===== src/rtl/lsu_hs_pkg.sv =====
// lsu_hs_pkg: shared types for the load/store unit and its store buffer.
package lsu_hs_pkg;
    localparam int SB_ADDR_W = 32;
    typedef enum logic [2:0] {
        FMT_B  = 3'b000,
        FMT_H  = 3'b001,
        FMT_W  = 3'b010,
        FMT_BU = 3'b100,
        FMT_HU = 3'b101
    } mem_fmt_t;
    typedef enum logic [1:0] {IDLE, LD_REQ, LD_WAIT} lsu_state_t;
    typedef struct packed {
        logic [SB_ADDR_W-3:0] waddr;
        logic [31:0]          data;
        logic [3:0]           strb;
    } sb_entry_t;
endpackage


===== src/rtl/lsu_hs_store_buf.sv =====
// store_buf: synchronous FIFO of posted stores; push and pop may coincide even when full.
module store_buf
    import lsu_hs_pkg::*;
#(
    parameter int DEPTH = 4
) (
    input  logic      clk,
    input  logic      rst,
    input  logic      push,
    input  logic      pop,
    input  sb_entry_t din,
    output sb_entry_t head,
    output logic      full,
    output logic      empty
);
    localparam int PW = $clog2(DEPTH);
    sb_entry_t mem [DEPTH];
    logic [PW-1:0] wr, rd;
    logic [PW:0] cnt;
    always_ff @(posedge clk) begin
        if (rst) begin
            wr  <= '0;
            rd  <= '0;
            cnt <= '0;
        end else begin
            if (push) wr <= wr + 1'b1;
            if (pop) rd <= rd + 1'b1;
            cnt <= cnt + {{PW{1'b0}}, push} - {{PW{1'b0}}, pop};
        end
    end
    always_ff @(posedge clk) begin
        if (push) mem[wr] <= din;
    end
    assign head  = mem[rd];
    assign full  = cnt == (PW+1)'(DEPTH);
    assign empty = cnt == '0;
endmodule


===== src/rtl/lsu_hs.sv =====
// lsu_hs: load/store unit with ready/valid bus handshake, posted store buffer,
// misalignment detection and load timeout.
module lsu_hs
    import lsu_hs_pkg::*;
#(
    parameter int ADDR_W      = 32,
    parameter int SB_DEPTH    = 4,
    parameter int TIMEOUT_CYC = 255
) (
    input  logic              clk,
    input  logic              rst,
    input  logic              req_valid,
    input  logic              req_we,
    input  logic [2:0]        req_fmt,
    input  logic [ADDR_W-1:0] req_addr,
    input  logic [31:0]       req_wdata,
    output logic              stall,
    output logic              rsp_valid,
    output logic [31:0]       rdata,
    output logic              misalign,
    output logic              timeout_err,
    output logic              sb_empty,
    output logic              bus_valid,
    input  logic              bus_ready,
    output logic              bus_we,
    output logic [ADDR_W-1:0] bus_addr,
    output logic [3:0]        bus_wstrb,
    output logic [31:0]       bus_wdata,
    input  logic              bus_rvalid,
    input  logic [31:0]       bus_rdata
);
    localparam int CW = $clog2(TIMEOUT_CYC + 1);
    lsu_state_t state;
    logic [ADDR_W-1:0] ld_addr;
    logic [2:0] ld_fmt;
    logic [CW-1:0] cnt;
    logic is_b, is_h, ld, st, full, push, pop, rsp_ok, to;
    sb_entry_t din, head;
    logic [31:0] sh, ext;
    assign is_b     = req_fmt == FMT_B || req_fmt == FMT_BU;
    assign is_h     = req_fmt == FMT_H || req_fmt == FMT_HU;
    assign misalign = req_valid && (is_h ? req_addr[0] : !is_b && req_addr[1:0] != 2'b00);
    assign st       = req_valid && !misalign && req_we;
    assign ld       = req_valid && !misalign && !req_we;
    assign pop      = state == IDLE && !sb_empty && bus_ready;
    assign push     = st && (!full || pop);
    assign rsp_ok   = state == LD_WAIT && bus_rvalid;
    assign to       = state == LD_WAIT && !bus_rvalid && cnt == CW'(TIMEOUT_CYC - 1);
    assign rsp_valid   = rsp_ok || to;
    assign timeout_err = to;
    assign stall    = st ? full && !pop : ld && !rsp_valid;
    assign din = '{
        waddr: req_addr[ADDR_W-1:2],
        data:  is_b ? {4{req_wdata[7:0]}} : is_h ? {2{req_wdata[15:0]}} : req_wdata,
        strb:  is_b ? 4'b0001 << req_addr[1:0] : is_h ? (req_addr[1] ? 4'b1100 : 4'b0011) : 4'b1111
    };
    store_buf #(.DEPTH(SB_DEPTH)) u_sb (
        .clk(clk), .rst(rst), .push(push), .pop(pop), .din(din),
        .head(head), .full(full), .empty(sb_empty)
    );
    // IDLE owns the bus for store drain; LD_REQ presents the latched load.
    assign bus_valid = state == LD_REQ || (state == IDLE && !sb_empty);
    assign bus_we    = state == IDLE;
    assign bus_addr  = state == IDLE ? {head.waddr, 2'b00} : {ld_addr[ADDR_W-1:2], 2'b00};
    assign bus_wstrb = state == IDLE ? head.strb : 4'b0000;
    assign bus_wdata = state == IDLE ? head.data : 32'h0;
    assign sh  = bus_rdata >> {ld_addr[1:0], 3'b000};
    assign ext = ld_fmt == FMT_B  ? {{24{sh[7]}}, sh[7:0]} :
                 ld_fmt == FMT_BU ? {24'h0, sh[7:0]} :
                 ld_fmt == FMT_H  ? {{16{sh[15]}}, sh[15:0]} :
                 ld_fmt == FMT_HU ? {16'h0, sh[15:0]} : sh;
    assign rdata = rsp_ok ? ext : 32'h0;
    always_ff @(posedge clk) begin
        if (rst) begin
            state   <= IDLE;
            cnt     <= '0;
            ld_addr <= '0;
            ld_fmt  <= '0;
        end else begin
            case (state)
                IDLE: if (ld && sb_empty) begin
                    state   <= LD_REQ;
                    ld_addr <= req_addr;
                    ld_fmt  <= req_fmt;
                end
                LD_REQ: if (bus_ready) begin
                    state <= LD_WAIT;
                    cnt   <= '0;
                end
                LD_WAIT: begin
                    cnt <= cnt + 1'b1;
                    if (rsp_valid) state <= IDLE;
                end
                default: state <= IDLE;
            endcase
        end
    end
endmodule


===== config.mk =====
export PLATFORM = sky130hd
export DESIGN_NAME = lsu_hs
export DESIGN_NICKNAME = d
export VERILOG_FILES = /design/src/rtl/lsu_hs_pkg.sv /design/src/rtl/lsu_hs_store_buf.sv /design/src/rtl/lsu_hs.sv
export SDC_FILE = /design/constraint.sdc
export NUM_CORES = 1
export LEC_CHECK = 0
export ABC_AREA = 1
export BUFFER_PORTS_ARGS = -buffer_cell sky130_fd_sc_hd__buf_2
export CAP_MARGIN = 25
export CORE_ASPECT_RATIO = 0.7
export CORE_MARGIN = 5
export CORE_UTILIZATION = 50
export DETAILED_ROUTE_END_ITERATION = 8
export PLACE_DENSITY = 0.83
export SLEW_MARGIN = 20
export SYNTH_ARGS = -nofsm -noshare
export SYNTH_HDL_FRONTEND = slang
export SYNTH_SLANG_ARGS = --single-unit

===== constraint.sdc =====
create_clock -name clk -period 8.34 [get_ports clk]
set_input_delay 0.834 -clock clk [delete_from_list [all_inputs] [get_ports clk]]
set_output_delay 0.834 -clock clk [all_outputs]
set_load 0.005 [all_outputs]

==> results.md <==
* Status: completed
* Cell Pwr Density at 254.5 mW/mm²
* Max Freq at 227.2 MHz
* Unrepaired setup endpoints after global routing: no
* CP Cell Sequence: inv_1 > nand2_1 > nand2_1 > o21ai_0 > nand2_1 > nand2_2 > inv_1 > nand2_1 > inv_1 > buf_2
* Final WL at 36150 µm
* Residual DRC at 0
* Die H at 151.0 µm
* Count leader, synth: nor2_1
* Crit. Startpoint: ld_addr[0]$_SDFFE_PP0P_
* Tmin final at 4.401 ns
* Hold Violations, Final at 0
* Clock sinks at 318
* CTS tree: done
* Crit path launch type: flop
* CTS H-tree depth at 1
* CP dominant cell by count: nand2_1
* Post-synth EDFFs at 264
* Clk pin slew, worst setup/hold paths at 0.06 ns
* WHS at 0.4694 ns
* Post-synth top cells: 395 x nor2_1, 277 x nand2_1, 264 x edfxtp_1
* Core area at 0.02789 mm²
* Critical-path top delay cell: dfxtp_1
* Peak supply drop at 0.0002030 V
* Starting DRC count in detailed routing at 1354
* WS Path Type: flop to primary output
* Register area share after synthesis at 63.40%
* Final #Nets at 1797
* Static Leak at 6.738 nW
* Grt ovf at 0
* Clk Latency, worst-skew pair at 0.54 ns
* Hold Path Depth at 1
* Final Util at 58.70%
* Clock Tree Buf Depth at 3
* CP required at 7.51 ns
* I/O pin count at 212
* RD Place Congestion at 0.9166
* Setup Skew at 0.006235 ns
* Post-route setup TNS at 0 ns
* Area Growth Syn to Fin at 15.21%
* Most common flop cell mapped by yosys: edfxtp_1
* Largest net degree at the start of global routing at 89
* Worst hold path startpoint: u_sb.rd[0]$_SDFFE_PP0P_
* CTS Root Cell: clkbuf_16
* Async SR Flop Fraction at 0%
* Post-CTS Resized at 0
* First-pass GRT wire length at 55950 µm
* Max Cap Viol at 0
* Reg-to-Reg Start: state[1]$_SDFFE_PP0P_
* Distinct cells, synth at 30
* DP HPWL at 24090 µm
* Clock buffer count from CTS at 30
* Num rows at 51
* Post-synthesis register bit count at 318
* Reg2Reg Depth at 7
* Top post-synthesis cells by area: edfxtp_1 56%, nor2_1 10%, dfxtp_1 7.6%
* Total track usage at 21.86%
* DIE AREA at 0.03194 mm²
* Relative slew slack at 36.35%
* Fin. max-slew vios at 0
* Die W at 211.5 µm
* Routed Antenna Nets at 0
* Post-synthesis cell count at 1517
* Crit path max fanout at 31
* Worst Setup End Kind: primary output
* Initial antenna violation count at 2
* Starting Density at 50.95%
* Slowest Stage Delay on Critical Path at 0.87 ns
* Post-synth top area share at 55.79%
* Worst-margin pin slew at 0.9548 ns
* Mean Syn Cell Area at 9.366 µm²
* Min-Delay Path Class: flop to flop
* Hold buffer count at CTS at 0
* # setup viols final at 0
* Largest area contributor in the netlist: edfxtp_1
* Share of cells above drive strength 1 at 16.47%
* Worst r2r dst: u_sb.mem[0][9]$_DFFE_PP_
* Final Power at 4.166 mW
* Reg2reg setup slack at 4.92 ns
* Final period util at 52.77%
* Vias in the first global route at 10.46k
* Via Count at 11.19k
* TritonRoute pass-1 iters at 5
* Routed WL per cell at 17.40 µm
* Via/cell ratio at 5.383
* Yosys Warn Count at 0
* Post-CTS Setup Repair Bufs at 0
* Post-Synthesis Cell Area at 0.01421 mm²
* I/O Buffers at 209
* CP arrival at 3.57 ns
placed cells by master (no fill, tap or decap), types with 2 or more instances in the layout:
cell,instances
edfxtp_1,264
clkbuf_16,31
nand2_1,277
o21ai_0,154
nor2_4,6
buf_4,10
conb_1,2
a31oi_1,37
clkbuf_1,9
clkinv_1,6
nor2_2,2
a21oi_1,69
clkinv_2,6
inv_2,3
nor2_1,391
ha_1,8
nor3_1,4
buf_2,209
dfxtp_1,52
inv_1,87
nand3_1,62
clkbuf_8,4
critical path: cells and delay by family, from the launching register on:
family,cells,cell delay [ns]
flip-flops,1,0.87
buffers and inverters,4,1.02
AO/OA/AOI/OAI,1,0.32
AND/OR/NAND/NOR,5,0.81
where the power goes:
part	switching [mW]	internal [mW]	total (mW)	leakage [nW]
Sequential	0.0628	1.80	1.86	2.83
Clock	0.548	0.745	1.29	0.465
Combinational	0.669	0.346	1.01	3.45
Total	1.28	2.89	4.17	6.74
metrics by stage:
step / area, µm² / cells / setup WS (ns)
floorplan: 14210 / 1518 / 3.531
global placement: 15420 / 2022 / 4.628
detailed placement: 15420 / 2022 / 4.476
CTS: 16370 / 2077 / 3.976
global route: 16370 / 2078 / 3.516
finish: 16370 / 2078 / 3.939
layer usage:
| metal | global-route usage [%] | up-vias | part of all wire, % | routed length, µm |
|---|---|---|---|---|
| met2 | 34.99 | 482 | 46 | 16570 |
| met4 | 4.763 | 2 | 1.9 | 670 |
| met3 | 3.561 | 55 | 8.3 | 3015 |
| met1 | 31.93 | 5266 | 44 | 15880 |
| met5 | 0 | - | 0.055 | 20 |
| li1 | - | 5380 | - | - |
worst max-delay path by stage:
stage,endpoint,cells after the start
2_1_floorplan,u_sb.mem[0][0]$_DFFE_PP_,7
3_3_place_gp,u_sb.mem[0][58]$_DFFE_PP_,9
3_5_place_dp,u_sb.mem[0][11]$_DFFE_PP_,9
4_1_cts,rdata[12],10
5_1_grt,rdata[8],10
6_report,rdata[12],10
cell families after synthesis:
group                    after synthesis  synth area share (%)
other                                  1               0.02639
XOR/XNOR                               1               0.06165
AND/OR/NAND/NOR                      747                 20.72
adder cells (fa/ha/maj)                9                0.8454
flip-flops                           318                 63.40
AO/OA/AOI/OAI                        261                 9.519
buffers and inverters                180                 5.425
state kept, by name (all words and copies together), names as in the netlist, named ones only:
signal,flops
state,2
u_sb.rd,2
cnt,8
u_sb.mem,264
ld_addr,32
ld_fmt,3
u_sb.cnt,3
u_sb.wr,2
cell type report:
| cell class | count | area [µm²] |
|---|---|---|
| flip-flops and latches | 318 | 9014 |
| clock inverters | 11 | 78.83 |
| clock buffers | 44 | 864.6 |
| inverters | 94 | 356.6 |
| multi-input cells | 1020 | 4468 |
| diodes | 1 | 2.502 |
| fillers | 2274 | 11520 |
| repair buffers | 219 | 1121 |
| well taps | 371 | 464.2 |
Note: power is estimated with default switching activity, not from simulation.
